### src/rtl/vga_timing_pkg.sv
// VGA raster timing constants and shared pixel format.
// Default mode is 640x480@60 with one pixel per enabled clock.
package vga_timing_pkg;

    localparam int unsigned H_ACTIVE = 640;
    localparam int unsigned H_FP     = 16;
    localparam int unsigned H_SYNC   = 96;
    localparam int unsigned H_BP     = 48;

    localparam int unsigned V_ACTIVE = 480;
    localparam int unsigned V_FP     = 10;
    localparam int unsigned V_SYNC   = 2;
    localparam int unsigned V_BP     = 33;

    // Timing sums are kept in 11 bits so an oversize mode stays detectable.
    function automatic logic [10:0] sum11(input int unsigned a,
                                          input int unsigned b);
        return 11'(a) + 11'(b);
    endfunction

    localparam logic [10:0] H_TOTAL =
        sum11(sum11(H_ACTIVE, H_FP), sum11(H_SYNC, H_BP));
    localparam logic [10:0] V_TOTAL =
        sum11(sum11(V_ACTIVE, V_FP), sum11(V_SYNC, V_BP));

    localparam logic [10:0] HSYNC_START = sum11(H_ACTIVE, H_FP);
    localparam logic [10:0] HSYNC_END   = sum11(HSYNC_START, H_SYNC);
    localparam logic [10:0] VSYNC_START = sum11(V_ACTIVE, V_FP);
    localparam logic [10:0] VSYNC_END   = sum11(VSYNC_START, V_SYNC);

    // Pattern blocks drive rgb as {R1,G1,B1,R0,G0,B0}.
    typedef struct packed {
        logic r1;
        logic g1;
        logic b1;
        logic r0;
        logic g0;
        logic b0;
    } rgb_t;

endpackage

### src/rtl/vga_timing_gen_wrap_counter.sv
// Enable-qualified counter that wraps from MAX to 0.
// Reset parks it on MAX so the first enabled step lands on 0.
module wrap_counter #(
    parameter logic [9:0] MAX = 10'd799
) (
    input  logic       clk,
    input  logic       rst,
    input  logic       ce,
    output logic [9:0] count,
    output logic       wrap
);

    logic [9:0] count_d;
    logic [9:0] count_q;

    assign wrap  = (count_q == MAX);
    assign count = count_q;

    // Next count: step when enabled, fold back to 0 after MAX.
    always_comb begin
        count_d = count_q;
        if (ce) begin
            count_d = wrap ? 10'd0 : count_q + 10'd1;
        end
    end

    // Count register, parked on the last position by reset.
    always_ff @(posedge clk) begin
        if (rst) begin
            count_q <= MAX;
        end else begin
            count_q <= count_d;
        end
    end

endmodule

### src/rtl/vga_timing_gen.sv
// Raster timing source: coordinates, active flag, syncs and frame strobe.
// Every output is a flop decoded from the next counter values.
module vga_timing_gen
    import vga_timing_pkg::sum11;
#(
    parameter int unsigned H_ACTIVE    = vga_timing_pkg::H_ACTIVE,
    parameter int unsigned H_FP        = vga_timing_pkg::H_FP,
    parameter int unsigned H_SYNC      = vga_timing_pkg::H_SYNC,
    parameter int unsigned H_BP        = vga_timing_pkg::H_BP,
    parameter int unsigned V_ACTIVE    = vga_timing_pkg::V_ACTIVE,
    parameter int unsigned V_FP        = vga_timing_pkg::V_FP,
    parameter int unsigned V_SYNC      = vga_timing_pkg::V_SYNC,
    parameter int unsigned V_BP        = vga_timing_pkg::V_BP,
    parameter bit          SYNC_ACTIVE = 1'b0
) (
    input  logic       clk,
    input  logic       rst,
    input  logic       pixel_ce,
    output logic [9:0] x,
    output logic [9:0] y,
    output logic       active,
    output logic       hsync,
    output logic       vsync,
    output logic       next_frame,
    output logic [9:0] frame_count
);

    localparam logic [10:0] HA  = sum11(H_ACTIVE, 0);
    localparam logic [10:0] VA  = sum11(V_ACTIVE, 0);
    localparam logic [10:0] HT  =
        sum11(sum11(H_ACTIVE, H_FP), sum11(H_SYNC, H_BP));
    localparam logic [10:0] VT  =
        sum11(sum11(V_ACTIVE, V_FP), sum11(V_SYNC, V_BP));
    localparam logic [10:0] HSS = sum11(H_ACTIVE, H_FP);
    localparam logic [10:0] HSE = sum11(HSS, H_SYNC);
    localparam logic [10:0] VSS = sum11(V_ACTIVE, V_FP);
    localparam logic [10:0] VSE = sum11(VSS, V_SYNC);

    localparam logic [9:0] H_MAX = 10'(HT - 11'd1);
    localparam logic [9:0] V_MAX = 10'(VT - 11'd1);

    if (HT > 11'd1024) begin : g_h_too_big
        $error("H_TOTAL exceeds 1024");
    end
    if (VT > 11'd1024) begin : g_v_too_big
        $error("V_TOTAL exceeds 1024");
    end

    logic [9:0] h_cnt;
    logic [9:0] v_cnt;
    logic       h_wrap;
    logic       v_wrap;
    logic       v_ce;
    logic [9:0] h_nxt;
    logic [9:0] v_nxt;
    logic       hs_on;
    logic       vs_on;

    logic [9:0] x_d, x_q;
    logic [9:0] y_d, y_q;
    logic       active_d, active_q;
    logic       hsync_d, hsync_q;
    logic       vsync_d, vsync_q;
    logic       next_frame_d, next_frame_q;
    logic [9:0] frame_count_d, frame_count_q;

    assign v_ce = pixel_ce && h_wrap;

    wrap_counter #(.MAX(H_MAX)) u_h_cnt (
        .clk  (clk),
        .rst  (rst),
        .ce   (pixel_ce),
        .count(h_cnt),
        .wrap (h_wrap)
    );

    wrap_counter #(.MAX(V_MAX)) u_v_cnt (
        .clk  (clk),
        .rst  (rst),
        .ce   (v_ce),
        .count(v_cnt),
        .wrap (v_wrap)
    );

    // Counter values the next edge will load, so outputs match them.
    always_comb begin
        h_nxt = h_cnt;
        v_nxt = v_cnt;
        if (pixel_ce) begin
            h_nxt = h_wrap ? 10'd0 : h_cnt + 10'd1;
            if (h_wrap) begin
                v_nxt = v_wrap ? 10'd0 : v_cnt + 10'd1;
            end
        end
    end

    // Decode active, syncs and the frame strobe from the next position.
    always_comb begin
        x_d      = h_nxt;
        y_d      = v_nxt;
        active_d = ({1'b0, h_nxt} < HA) && ({1'b0, v_nxt} < VA);
        hs_on    = ({1'b0, h_nxt} >= HSS) && ({1'b0, h_nxt} < HSE);
        vs_on    = ({1'b0, v_nxt} >= VSS) && ({1'b0, v_nxt} < VSE);
        hsync_d  = hs_on ? SYNC_ACTIVE : ~SYNC_ACTIVE;
        vsync_d  = vs_on ? SYNC_ACTIVE : ~SYNC_ACTIVE;
        next_frame_d  = v_ce && ({1'b0, v_nxt} == VA);
        frame_count_d = frame_count_q + {9'd0, next_frame_d};
    end

    // Output registers; reset presents the last blanked pixel.
    always_ff @(posedge clk) begin
        if (rst) begin
            x_q           <= H_MAX;
            y_q           <= V_MAX;
            active_q      <= 1'b0;
            hsync_q       <= ~SYNC_ACTIVE;
            vsync_q       <= ~SYNC_ACTIVE;
            next_frame_q  <= 1'b0;
            frame_count_q <= 10'd0;
        end else begin
            x_q           <= x_d;
            y_q           <= y_d;
            active_q      <= active_d;
            hsync_q       <= hsync_d;
            vsync_q       <= vsync_d;
            next_frame_q  <= next_frame_d;
            frame_count_q <= frame_count_d;
        end
    end

    assign x           = x_q;
    assign y           = y_q;
    assign active      = active_q;
    assign hsync       = hsync_q;
    assign vsync       = vsync_q;
    assign next_frame  = next_frame_q;
    assign frame_count = frame_count_q;

endmodule

### config.mk
export PLATFORM = sky130hd
export DESIGN_NAME = vga_timing_gen
export DESIGN_NICKNAME = d
export VERILOG_FILES = /design/src/rtl/vga_timing_pkg.sv /design/src/rtl/vga_timing_gen_wrap_counter.sv /design/src/rtl/vga_timing_gen.sv
export SDC_FILE = /design/constraint.sdc
export NUM_CORES = 1
export LEC_CHECK = 0
export CORE_MARGIN = 5
export CORE_UTILIZATION = 40
export DETAILED_ROUTE_END_ITERATION = 6
export GPL_TIMING_DRIVEN = 1
export PLACE_DENSITY = 0.63
export REMOVE_ABC_BUFFERS = 1
export SYNTH_ARGS = -nofsm -noshare
export SYNTH_HDL_FRONTEND = slang
export SYNTH_SLANG_ARGS = --single-unit
### constraint.sdc
create_clock -name clk -period 2.9 [get_ports clk]
set_clock_uncertainty 0.05 [all_clocks]
set_input_delay 0.58 -clock clk [delete_from_list [all_inputs] [get_ports clk]]
set_output_delay 0.58 -clock clk [all_outputs]
set_load 0.02 [all_outputs]
# ---- After elaboration in Yosys (flattened, before gate mapping)
# Cells that the tools add are included.
dict set report totals {
  reg_bits 44
  output_inout_bits 34
}
dict set report classes {
  n_addsub 3
  n_lt_le_gt_ge 6
  n_eq_ne 3
  mux 7
  n_reduce_logical 5
}
# cell n
set ops {}
lappend ops {{$mux W10} 5}
lappend ops {{$add A10 B1 Y10 const B} 2}
lappend ops {{$eq A10 B10 Y1 const B} 2}
lappend ops {{$lt A10 B10 Y1 const B} 2}
lappend ops {{$lt A10 B9 Y1 const B} 2}
lappend ops {{$add A10 B1 Y10} 1}
lappend ops {{$eq A10 B9 Y1 const B} 1}
lappend ops {{$ge A10 B10 Y1 const B} 1}
lappend ops {{$ge A10 B9 Y1 const B} 1}
lappend ops {{$logic_and A1 B1 Y1} 5}
lappend ops {{$mux W1} 2}

# ---- Logic depth before layout (Yosys ltp)
# Gate-level depths: netlist (run 1).
dict set report logic_depth {
  ltp_word 7
  ltp_mapped 14
}

# ---- Hierarchy
# A second synthesis (run 1) with hierarchy kept.
dict set report unflattened {
  hier_cells 316
  hier_area_um2 2847.7
}
# mod n_inst cells_each area_each_um2
set by_module_without_submodules {}
lappend by_module_without_submodules {vga_timing_gen 1 199 1734.2}
lappend by_module_without_submodules {{wrap_counter at u_v_cnt} 1 60 566.8}
lappend by_module_without_submodules {{wrap_counter at u_h_cnt} 1 57 546.8}

# ---- Worst setup path before layout (run 1)
# OpenSTA, ideal clock, no wires.
dict set report synth_path {
  path_type {flip-flop to flip-flop}
  startpoint {reg u_h_cnt.count_q[0], in the netlist u_h_cnt.count[0]}
  endpoint {reg frame_count_q[5], in the netlist frame_count[5]}
  setup_time_ns 0.128
  arrival_ns 2.725
  required_ns 2.722
  slack_ns -0.002
  stages_incl_launch_ff 13
  n_path_buf 0
  period_less_slack_ns 2.902
  cell_sequence {dfxtp_1 > ha_1 > or3b_4 > nor4_4 > nand3b_1 > a211oi_2 > nand3_1 > nor2_1 > ha_1 > and3_1 > nand3_1 > xor2_1 > nor2_1}
}
dict set report synth_between {
  elab_chain_cells 6
  elab_cells_between_ends 7
  classes_between {add/sub: 1; eq/ne: 2; mux: 2; reduce/logical: 2}
}
# item line
set synth_rtl {}
lappend synth_rtl {{from (decl)} vga_timing_gen_wrap_counter.sv:14} ;# logic [9:0] count_q;
lappend synth_rtl {{from (signal assigned)} vga_timing_gen_wrap_counter.sv:32} ;# count_q <= count_d;
lappend synth_rtl {{$eq A10 B10 Y1 *} vga_timing_gen_wrap_counter.sv:16} ;# assign wrap = (count_q == MAX);
lappend synth_rtl {{$mux W10} vga_timing_gen.sv:91} ;# if (h_wrap) begin
lappend synth_rtl {{$mux W10} vga_timing_gen.sv:89} ;# if (pixel_ce) begin
lappend synth_rtl {{$eq A10 B9 Y1} vga_timing_gen.sv:106} ;# next_frame_d = v_ce && ({1'b0, v_nxt} == VA);
lappend synth_rtl {{$logic_and A1 B1 Y1 *} vga_timing_gen.sv:106}
lappend synth_rtl {{via next_frame_d} vga_timing_gen.sv:64} ;# logic next_frame_d, next_frame_q;
lappend synth_rtl {{$add A10 B1 Y10 *} vga_timing_gen.sv:107} ;# frame_count_d = frame_count_q + {9'd0, next_frame_d};
lappend synth_rtl {{to (signal assigned)} vga_timing_gen.sv:127} ;# frame_count_q <= frame_count_d;
lappend synth_rtl {{to (decl)} vga_timing_gen.sv:65} ;# logic [9:0] frame_count_d, frame_count_q;
# Mark *: on every way through the listed nets, which the timed path passes. The rest lies on a longest branch.
# A chain may end at the register's enable or synchronous reset.

# ---- Worst setup path after layout (run 1)
dict set report layout_path {
  startpoint {reg u_h_cnt.count_q[0], in the netlist u_h_cnt.count[0]}
  endpoint {reg frame_count_q[7], in the netlist frame_count[7]}
}
# The elaborated chain is that of the path after synthesis.

==> impl_metrics.toml, run 1 <==
[power]
p_leak_uw = 0.001032
clock_power_share_pct = 26.8
p_int_uw = 1155
p_switching_uw = 564.3
p_per_area_nw_per_um2 = 614.7
vdd_ir_drop_max_uv = 402.6
pwr-share-seq_pct = 42.1
p_comb_share_pct = 31.1
p_sw_share_pct = 32.83

[die]
ios = 37
start_util_pct = 40.50
die_w_microns = 81.45
coreArea_sq_um = 5042
die-area_sq_um = 6634
row_count = 26
die_h_microns = 81.45

[yosys]
synth_cells = 228
synth_most_common_cell = "dfxtp_1"
netlist_area_sq_um = 2042
async_flop_share_pct = 0
ys_seq_area_share_pct = 43.14
yosysUniqueCellTypes = 50
synth-edff-count = 0
synth.ff_latch_count = 44
yosysWarnings = 0
synth_top_area_share_pct = 43.14
synth_top_cell_by_area = "dfxtp_1"
synth_flop_cell = "dfxtp_1"
yosys-top-cells-area = "dfxtp_1, xor2_1, nor2_1"
synth_top_cells_by_count = "dfxtp_1, nor2_1, nand2_1"
avgSynthCellArea_sq_um = 8.956

[detailed_routing]
route.vias.total = 1811
first_pass_iters = 4
drcViolationCount = 0
routed_wl_mm = 5.028
avgRoutedWirePerCell_microns = 14.24
vias_per_cell = 5.130
antenna_left = 0
drt_iter0_markers = 97

[worst_setup_path]
cp_max_fo = 4
critPathRequiredTime_ns = 3.04
cp_cell_sequence = "ha_2, or3b_4, nor4_4, xnor2_2, a211oi_2, nand3_1, nor2_1, ha_2, and3_4, nand3_1, xor2_1, nor2_1"
cp_slowest_cell = "or3b_4"
critPathArrivalTime_ns = 2.87
path_buf_inv = 0
critPathMaxStageDelay_ns = 0.43
critPathLaunchType = "flip-flop"
end_kind = "flip-flop"
crit_family = "simple AND/OR/NAND/NOR gates"
crit_type = "reg -> reg"

[grt]
grt_pass1_wl_mm = 8.066
grt_use_total_pct = 15.89
grt_pass1_vias = 1746
grt_overflow = 0
grt_max_degree = 24
antenna_found_initial = 0

[cts]
clock-sinks = 44
cts_buffers = 5
path_clk_slew_ns = 0.08
cts_tree = "done"
clk_latency_ns = 0.30
root_buffer = "clkbuf_8"
htree_num_levels = 2
clockBufferDepth = 2

[placement]
post-dp-hpwl_mm = 3.508
routabilityCongestion = 0.8648
dp.cells = 343
pre_cts_ws_ns = -0.2473
io_buffers = 36

[timing]
slew_headroom_pct = 70.22
finalWorstSetupSlack_ns = 0.1755
fmax_ghz = 0.3670
finalCritPeriodShare_pct = 93.95
hold_viol = 0
setup_violations = 0
drv_slew = 0
worstMarginPinSlew_ns = 0.4438
hold_slack_ns = 0.4817
period_needed_ns = 2.725

[final_layout]
synthToLayoutAreaGrowth_pct = 36.95
drive_above_1_share_pct = 16.96
final_net_count = 290
fillers = 446
antenna_cells = 0
layoutNonFillerInstCount = 353

[run]
drv_cap = 0

[status]
status = "complete, no violations"

[min_path]
min_path_type = "reg -> reg"
per-layer routing:
layer	vias to the layer above	global-route usage [%]	wire [microns]
li1	913	-	-
met5	-	0	0
met3	11	4.276	334
met4	0	7.601	133
met2	65	25.73	2423
met1	822	19.47	2136
registers in the layout, summed over array words and instances (netlist names):
register	cells
hsync	1
vsync	1
y	10
u_v_cnt.count	10
active	1
u_h_cnt.count	10
next_frame	1
frame_count	10
power groups by stage:
stage          Combinational, uW  Sequential (uW)  Clock [uW]
3_5_place_dp                 500              727           0
6_report                     535              724         460
5_1_grt                      591              732         498
4_1_cts                      503              713         472
2_1_floorplan                246              765           0
3_3_place_gp                 499              727           0
through the flow:
stage | instance area, sq um | util [%] | power, uW | setup TNS (ns)
finish | 2796 | 55.46 | 1719 | 0
global route | 2796 | 55.46 | 1822 | -0.08599
CTS | 2683 | 53.20 | 1688 | 0
detailed placement | 2575 | 51.07 | 1227 | -1.645
global placement | 2575 | 51.07 | 1226 | -1.427
floorplan | 1992 | - | 1012 | 0
timing repair:
item | 4_1_cts | 5_1_grt
resized for setup | 0 | 22
hold buffers | 0 | 0
endpoints found under the setup margin | 0 | 7
buffers inserted | 0 | 2
cells in the final DEF, fill, tap and decap left out, types with 2 or more instances in the layout:
cell type        synthesis  final
and3_1                   5      4
o21ai_0                  5      5
inv_1                    7      7
nor4_1                   2      2
a221o_1                  2      2
buf_4                    2     20
nor2b_1                  3      3
o21ai_1                  5      5
a31oi_1                  2      2
nor3_1                   6      6
nand4_1                  5      5
clkdlybuf4s50_1          0     35
nor4_4                   1      3
nand3b_1                 2      2
xor2_1                  13     13
nand4b_1                 4      4
xnor2_1                  7      6
dfxtp_2                  0      4
nand2b_1                 2      2
nand4_4                  0      2
nand3_1                 16     15
a21oi_1                  8      8
dfxtp_1                 44     40
ha_2                     0      2
nand2_1                 21     21
clkbuf_8                 0      5
ha_4                     0      2
nor2_1                  26     26
and4_1                   3      2
final timing paths:
kind / from / to / slack [ns] / cells after the start
max: u_h_cnt.count[0] / frame_count[7] / 0.18 / 12
min: frame_count[9] / frame_count[9] / 0.48 / 2
max reg2reg: u_h_cnt.count[0] / frame_count[7] / 0.18 / 12
min reg2reg: frame_count[9] / frame_count[9] / 0.48 / 2
cells by family after synthesis:
logic type	count (synthesis)	synth area share (%)
AOI/OAI and AO/OA	32	10.11
adders and majority gates	5	3.064
xor gates and xnor gates	20	8.579
DFF	44	43.14
muxes	1	0.4902
and+or+nand+nor	110	30.88
buffers and inverters	16	3.738
worst reg2reg max path, delay by kind of cell (launching register included):
family	cells	cell delay, ns
xor+xnor	2	0.25
flops	1	0.34
compound gates	1	0.30
fa+ha+maj	2	0.38
simple gates	7	1.28
area by class of cell:
| type | count | area (sq um) | share of cell area, % |
|---|---|---|---|
| Clock buffer | 6 | 72.57 | 2.595 |
| Clock inverter | 2 | 35.03 | 1.253 |
| Inverter | 7 | 26.28 | 0.9396 |
| Multi-Input combinational cell | 168 | 1176 | 42.06 |
| Sequential cell | 44 | 885.9 | 31.68 |
| Tap cell | 70 | 87.58 | 3.132 |
| Timing Repair Buffer | 56 | 513.0 | 18.34 |
Power figures use the tool's default switching activity.
==> run 2, diff against run 1 <==
--- a/config.mk
+++ b/config.mk
@@ -5,7 +5,6 @@
 export SDC_FILE = /design/constraint.sdc
 export NUM_CORES = 1
 export LEC_CHECK = 0
-export CORE_MARGIN = 5
 export CORE_UTILIZATION = 40
 export DETAILED_ROUTE_END_ITERATION = 6
 export GPL_TIMING_DRIVEN = 1
==> impl_metrics.toml, run 2 (synthesis results as in run 1) <==
[final_layout]
final_net_count = 294
final_common_cell = "dfxtp_1"
drive_above_1_share_pct = 17.77
final_cell_mix = "dfxtp_1, clkdlybuf4s50_1, nor2_1, buf_4, nand2_1"
synthToLayoutAreaGrowth_pct = 38.48
antenna_cells = 0
finish.utilization_pct = 58.70
final_area_sq_um = 2828

[cts]
htree_num_levels = 2
root_buffer = "clkbuf_8"
clockBufferDepth = 2
holdBufCountCts = 0
cts_buffers = 5
clock-sinks = 44
clk_latency_ns = 0.29
cts_tree = "done"
path_clk_slew_ns = 0.08

[worst_setup_path]
cp_max_fo = 4
cp_slowest_cell = "dfxtp_1"
cp-startpoint = "u_h_cnt.count[0]"
critPathRequiredTime_ns = 3.03
r2r-start = "u_h_cnt.count[0]"
critPathLaunchType = "flip-flop"
rrSetupSlack_ns = 0.12
critPathMaxStageDelay_ns = 0.32
r2r_cells = 13
cp_cell_sequence = "ha_2, or3b_4, nor4_4, buf_4, a211o_1, a211oi_2, nand3_1, nor2_1, ha_2, and3_4, nand3_1, xor2_1, nor2_1"
crit_type = "reg -> reg"
critPathArrivalTime_ns = 2.91
end_kind = "flip-flop"
worstReg2RegEnd = "frame_count[7]"
crit_family = "simple AND/OR/NAND/NOR gates"
path_buf_inv = 1

[die]
coreArea_sq_um = 4817
die_w_microns = 73.45
die-area_sq_um = 5395
start_util_pct = 42.39
row_count = 25
ios = 37
die_h_microns = 73.45

[placement]
post-dp-hpwl_mm = 3.534
dpl_cell_area_sq_um = 2594
io_buffers = 36
routabilityCongestion = 0.8762

[grt]
grt_pass1_vias = 1678
grt_max_degree = 20
grt_pass1_wl_mm = 7.610
grt_use_total_pct = 18.55
antenna_found_initial = 0
grt_overflow = 0

[run]
drv_cap = 0

[detailed_routing]
route.vias.total = 1833
antenna_left = 0
routed_wl_mm = 4.855
vias_per_cell = 5.178
drcViolationCount = 0
avgRoutedWirePerCell_microns = 13.71
first_pass_iters = 4
drt_iter0_markers = 113

[power]
finalPower_uw = 1758
clock_power_share_pct = 28.2
pwr-share-seq_pct = 40.7
vdd_ir_drop_max_uv = 496.4
p_comb_share_pct = 31.1
p_int_uw = 1207
p_leak_uw = 0.001056
p_per_area_nw_per_um2 = 621.8
p_switching_uw = 551.5
p_sw_share_pct = 31.36

[timing]
fmax_ghz = 0.3599
drv_slew = 0
period_needed_ns = 2.779
slew_headroom_pct = 70.05
finalCritPeriodShare_pct = 95.81
hold_viol = 0
worstMarginPinSlew_ns = 0.4462
setup_violations = 0

[min_path]
min_to = "frame_count[9]"
worstHoldPathCells = 2
min_path_type = "reg -> reg"
hp-start = "frame_count[9]"

[status]
status = "complete, no violations"
-- run 2: worst max-delay path by stage --
| stage | end | slack, ns | cells after the start |
|---|---|---|---|
| after global placement | frame_count[5] | -0.16 | 13 |
| after CTS | frame_count[5] | 0.007 | 12 |
| after floorplan | frame_count[5] | 0.01 | 12 |
| after global routing | frame_count[5] | -0.02 | 13 |
| final | frame_count[7] | 0.12 | 13 |
| after detailed placement | frame_count[5] | -0.27 | 12 |
-- run 2: worst register-to-register path: stages (launching register included) --
cell	delay, ns
dfxtp_1	0.32
ha_2	0.20
or3b_4	0.30
nor4_4	0.05
buf_4	0.14
a211o_1	0.30
a211oi_2	0.26
nand3_1	0.14
nor2_1	0.16
ha_2	0.23
and3_4	0.22
nand3_1	0.09
xor2_1	0.15
nor2_1	0.05
-- run 2: through the flow --
step | worst slack, ns | setup TNS, ns | hold WS (ns) | std cells
after floorplan | 0.01095 | 0 | 0.4770 | 219
after global placement | -0.1585 | -0.9239 | 0.4584 | 343
after detailed placement | -0.2695 | -1.728 | 0.4622 | 343
after CTS | 0.006713 | 0 | 0.4806 | 351
after global routing | -0.02074 | -0.03424 | 0.5463 | 354
final | 0.1214 | 0 | 0.4763 | 354
-- run 2: area by class of cell --
cell class	instances	area (sq um)
timing repair buffer	60	543.0
inverter	7	26.28
clock inverter	1	30.03
clock buffer	7	96.34
multi-input combinational	168	1165
fill	449	1989
tap	67	83.83
sequential	44	883.3
-- run 2: what timing repair did --
action | 4_1_cts | 5_1_grt
setup buffers | 0 | 3
setup endpoints to repair | 0 | 8
resized for setup | 0 | 18
-- run 2: power by group through the flow --
stage / logic [uW] / registers, uW / clock network [uW]
6_report: 546 / 717 / 495
5_1_grt: 593 / 723 / 531
4_1_cts: 518 / 713 / 507
3_5_place_dp: 515 / 726 / 0
3_3_place_gp: 507 / 728 / 0
2_1_floorplan: 246 / 765 / 0
-- run 2: layer usage --
layer	up-vias	track usage, %	wire (microns)
li1	921	-	-
met1	869	24.68	2327
met2	34	29.05	2278
met3	9	4.664	161
met4	0	6.624	87
met5	-	0	0
==> run 3, diff against run 2 <==
--- a/config.mk
+++ b/config.mk
@@ -5,10 +5,12 @@
 export SDC_FILE = /design/constraint.sdc
 export NUM_CORES = 1
 export LEC_CHECK = 0
+export CAP_MARGIN = 10
 export CORE_UTILIZATION = 40
+export CTS_CLUSTER_DIAMETER = 100
 export DETAILED_ROUTE_END_ITERATION = 6
 export GPL_TIMING_DRIVEN = 1
-export PLACE_DENSITY = 0.63
+export PLACE_DENSITY_LB_ADDON = 0.12
 export REMOVE_ABC_BUFFERS = 1
 export SYNTH_ARGS = -nofsm -noshare
 export SYNTH_HDL_FRONTEND = slang
==> impl_metrics.toml, run 3 (synthesis results as in run 1) <==
[status]
status = "complete, no violations"

[worst_setup_path]
r2r_cells = 13
critPathLaunchType = "flip-flop"
crit_type = "reg -> reg"
r2r-start = "u_h_cnt.count[0]"
cp_cell_sequence = "ha_2, or3b_4, nor4_4, buf_4, a211o_1, a211oi_2, nand3_1, nor2_1, ha_2, and3_4, nand3_1, xor2_1, nor2_1"
critPathMaxStageDelay_ns = 0.34
cp_slowest_cell = "dfxtp_2"
end_kind = "flip-flop"
critPathArrivalTime_ns = 2.85
cp_max_fo = 4
critPathRequiredTime_ns = 3.04
worstReg2RegEnd = "frame_count[5]"
rrSetupSlack_ns = 0.19

[die]
die-area_sq_um = 5395
die_w_microns = 73.45
row_count = 25
start_util_pct = 42.39
coreArea_sq_um = 4817
ios = 37
die_h_microns = 73.45

[run]
drv_cap = 0

[power]
p_per_area_nw_per_um2 = 594.0
p_leak_uw = 0.001035
vdd_ir_drop_max_uv = 360.5

[final_layout]
final_cell_mix = "dfxtp_1, clkdlybuf4s50_1, nor2_1, buf_4, nand2_1"
drive_above_1_share_pct = 17.96
final_area_sq_um = 2799
final_net_count = 292
finish.utilization_pct = 58.10
antenna_cells = 0
synthToLayoutAreaGrowth_pct = 37.07
final_common_cell = "dfxtp_1"

[grt]
antenna_found_initial = 0
grt_pass1_wl_mm = 7.845
grt_overflow = 0
grt_pass1_vias = 1681
grt_max_degree = 15
grt_use_total_pct = 19.35

[detailed_routing]
antenna_left = 0
routed_wl_mm = 4.876
route.met3.wl_microns = 183
first_pass_iters = 4
vias_per_cell = 5.285
avgRoutedWirePerCell_microns = 13.89
wl_met1_mm = 2.313
drt_iter0_markers = 99
dr.max_layer_used = "met4"
drcViolationCount = 0
wl_met2_mm = 2.249
route.vias.total = 1855

[cts]
root_buffer = "clkbuf_8"
htree_num_levels = 2
cts_buffers = 5
cts_tree = "done"
clockBufferDepth = 2
clk_latency_ns = 0.30
path_clk_slew_ns = 0.08
holdBufCountCts = 0
clock-sinks = 44

[timing]
setup_violations = 0
hold_viol = 0
fmax_ghz = 0.3691
slew_headroom_pct = 66.66
worstMarginPinSlew_ns = 0.4968
period_needed_ns = 2.709
drv_slew = 0
rsz0062_at_grt = "false"
finalCritPeriodShare_pct = 93.42

[min_path]
hp-start = "frame_count[9]"
min_to = "frame_count[9]"
min_path_type = "reg -> reg"
worstHoldPathCells = 2

[placement]
dpl_cell_area_sq_um = 2594
routabilityCongestion = 0.8880
io_buffers = 36
post-dp-hpwl_mm = 3.551
[run 3: per-stage QoR]
step	setup WS (ns)	TNS [ns]	hold WS [ns]	total power (uW)	instances
final	0.1909	0	0.4736	1663	351
after detailed placement	-0.2357	-1.468	0.4667	1227	343
after CTS	0.04821	0	0.4848	1637	350
after global routing	0.002318	0	0.5267	1751	351
after global placement	-0.1707	-0.9948	0.4559	1229	343
after floorplan	0.01095	0	0.4770	1012	219
[run 3: metal layers]
metal | GRT usage, % | vias to the layer above
met1 | 26.50 | 880
li1 | - | 921
met4 | 8.120 | 0
met3 | 3.704 | 11
met2 | 29.66 | 43
met5 | 0 | -
[run 3: cell type report]
class                      instances  area (sq um)
tap                               67         83.83
fill                             469          2018
sequential                        44         884.6
clock buffer                       7         96.34
multi-input combinational        168          1180
timing repair buffer              58         528.0
inverter                           7         26.28
[run 3: worst max path at each step]
stage | start | end | slack, ns | depth (start not counted)
floorplan | u_h_cnt.count[0] | frame_count[5] | 0.01 | 12
detailed placement | pixel_ce | frame_count[7] | -0.24 | 12
global route | u_h_cnt.count[1] | frame_count[7] | 0.002 | 13
CTS | u_h_cnt.count[0] | frame_count[8] | 0.05 | 12
finish | u_h_cnt.count[0] | frame_count[5] | 0.19 | 13
global placement | pixel_ce | frame_count[7] | -0.17 | 13
[run 3: critical path: cells and delay by family (launching register included)]
kind	cells	cell delay, ns
AO/OA/AOI/OAI	2	0.53
AND/OR/NAND/NOR	7	1.01
XOR/XNOR	1	0.14
adder cells (fa/ha/maj)	2	0.39
buffers and inverters	1	0.15
flip-flops	1	0.34
[run 3: power breakdown]
part	switching, uW	internal (uW)
logic	290	241
clock network	200	212
registers	65.3	654
total	555	1110
[run 3: timing repair]
| action | 4_1_cts | 5_1_grt |
|---|---|---|
| setup buffers | 0 | 1 |
| resized for setup | 0 | 22 |
| setup endpoints to repair | 0 | 8 |
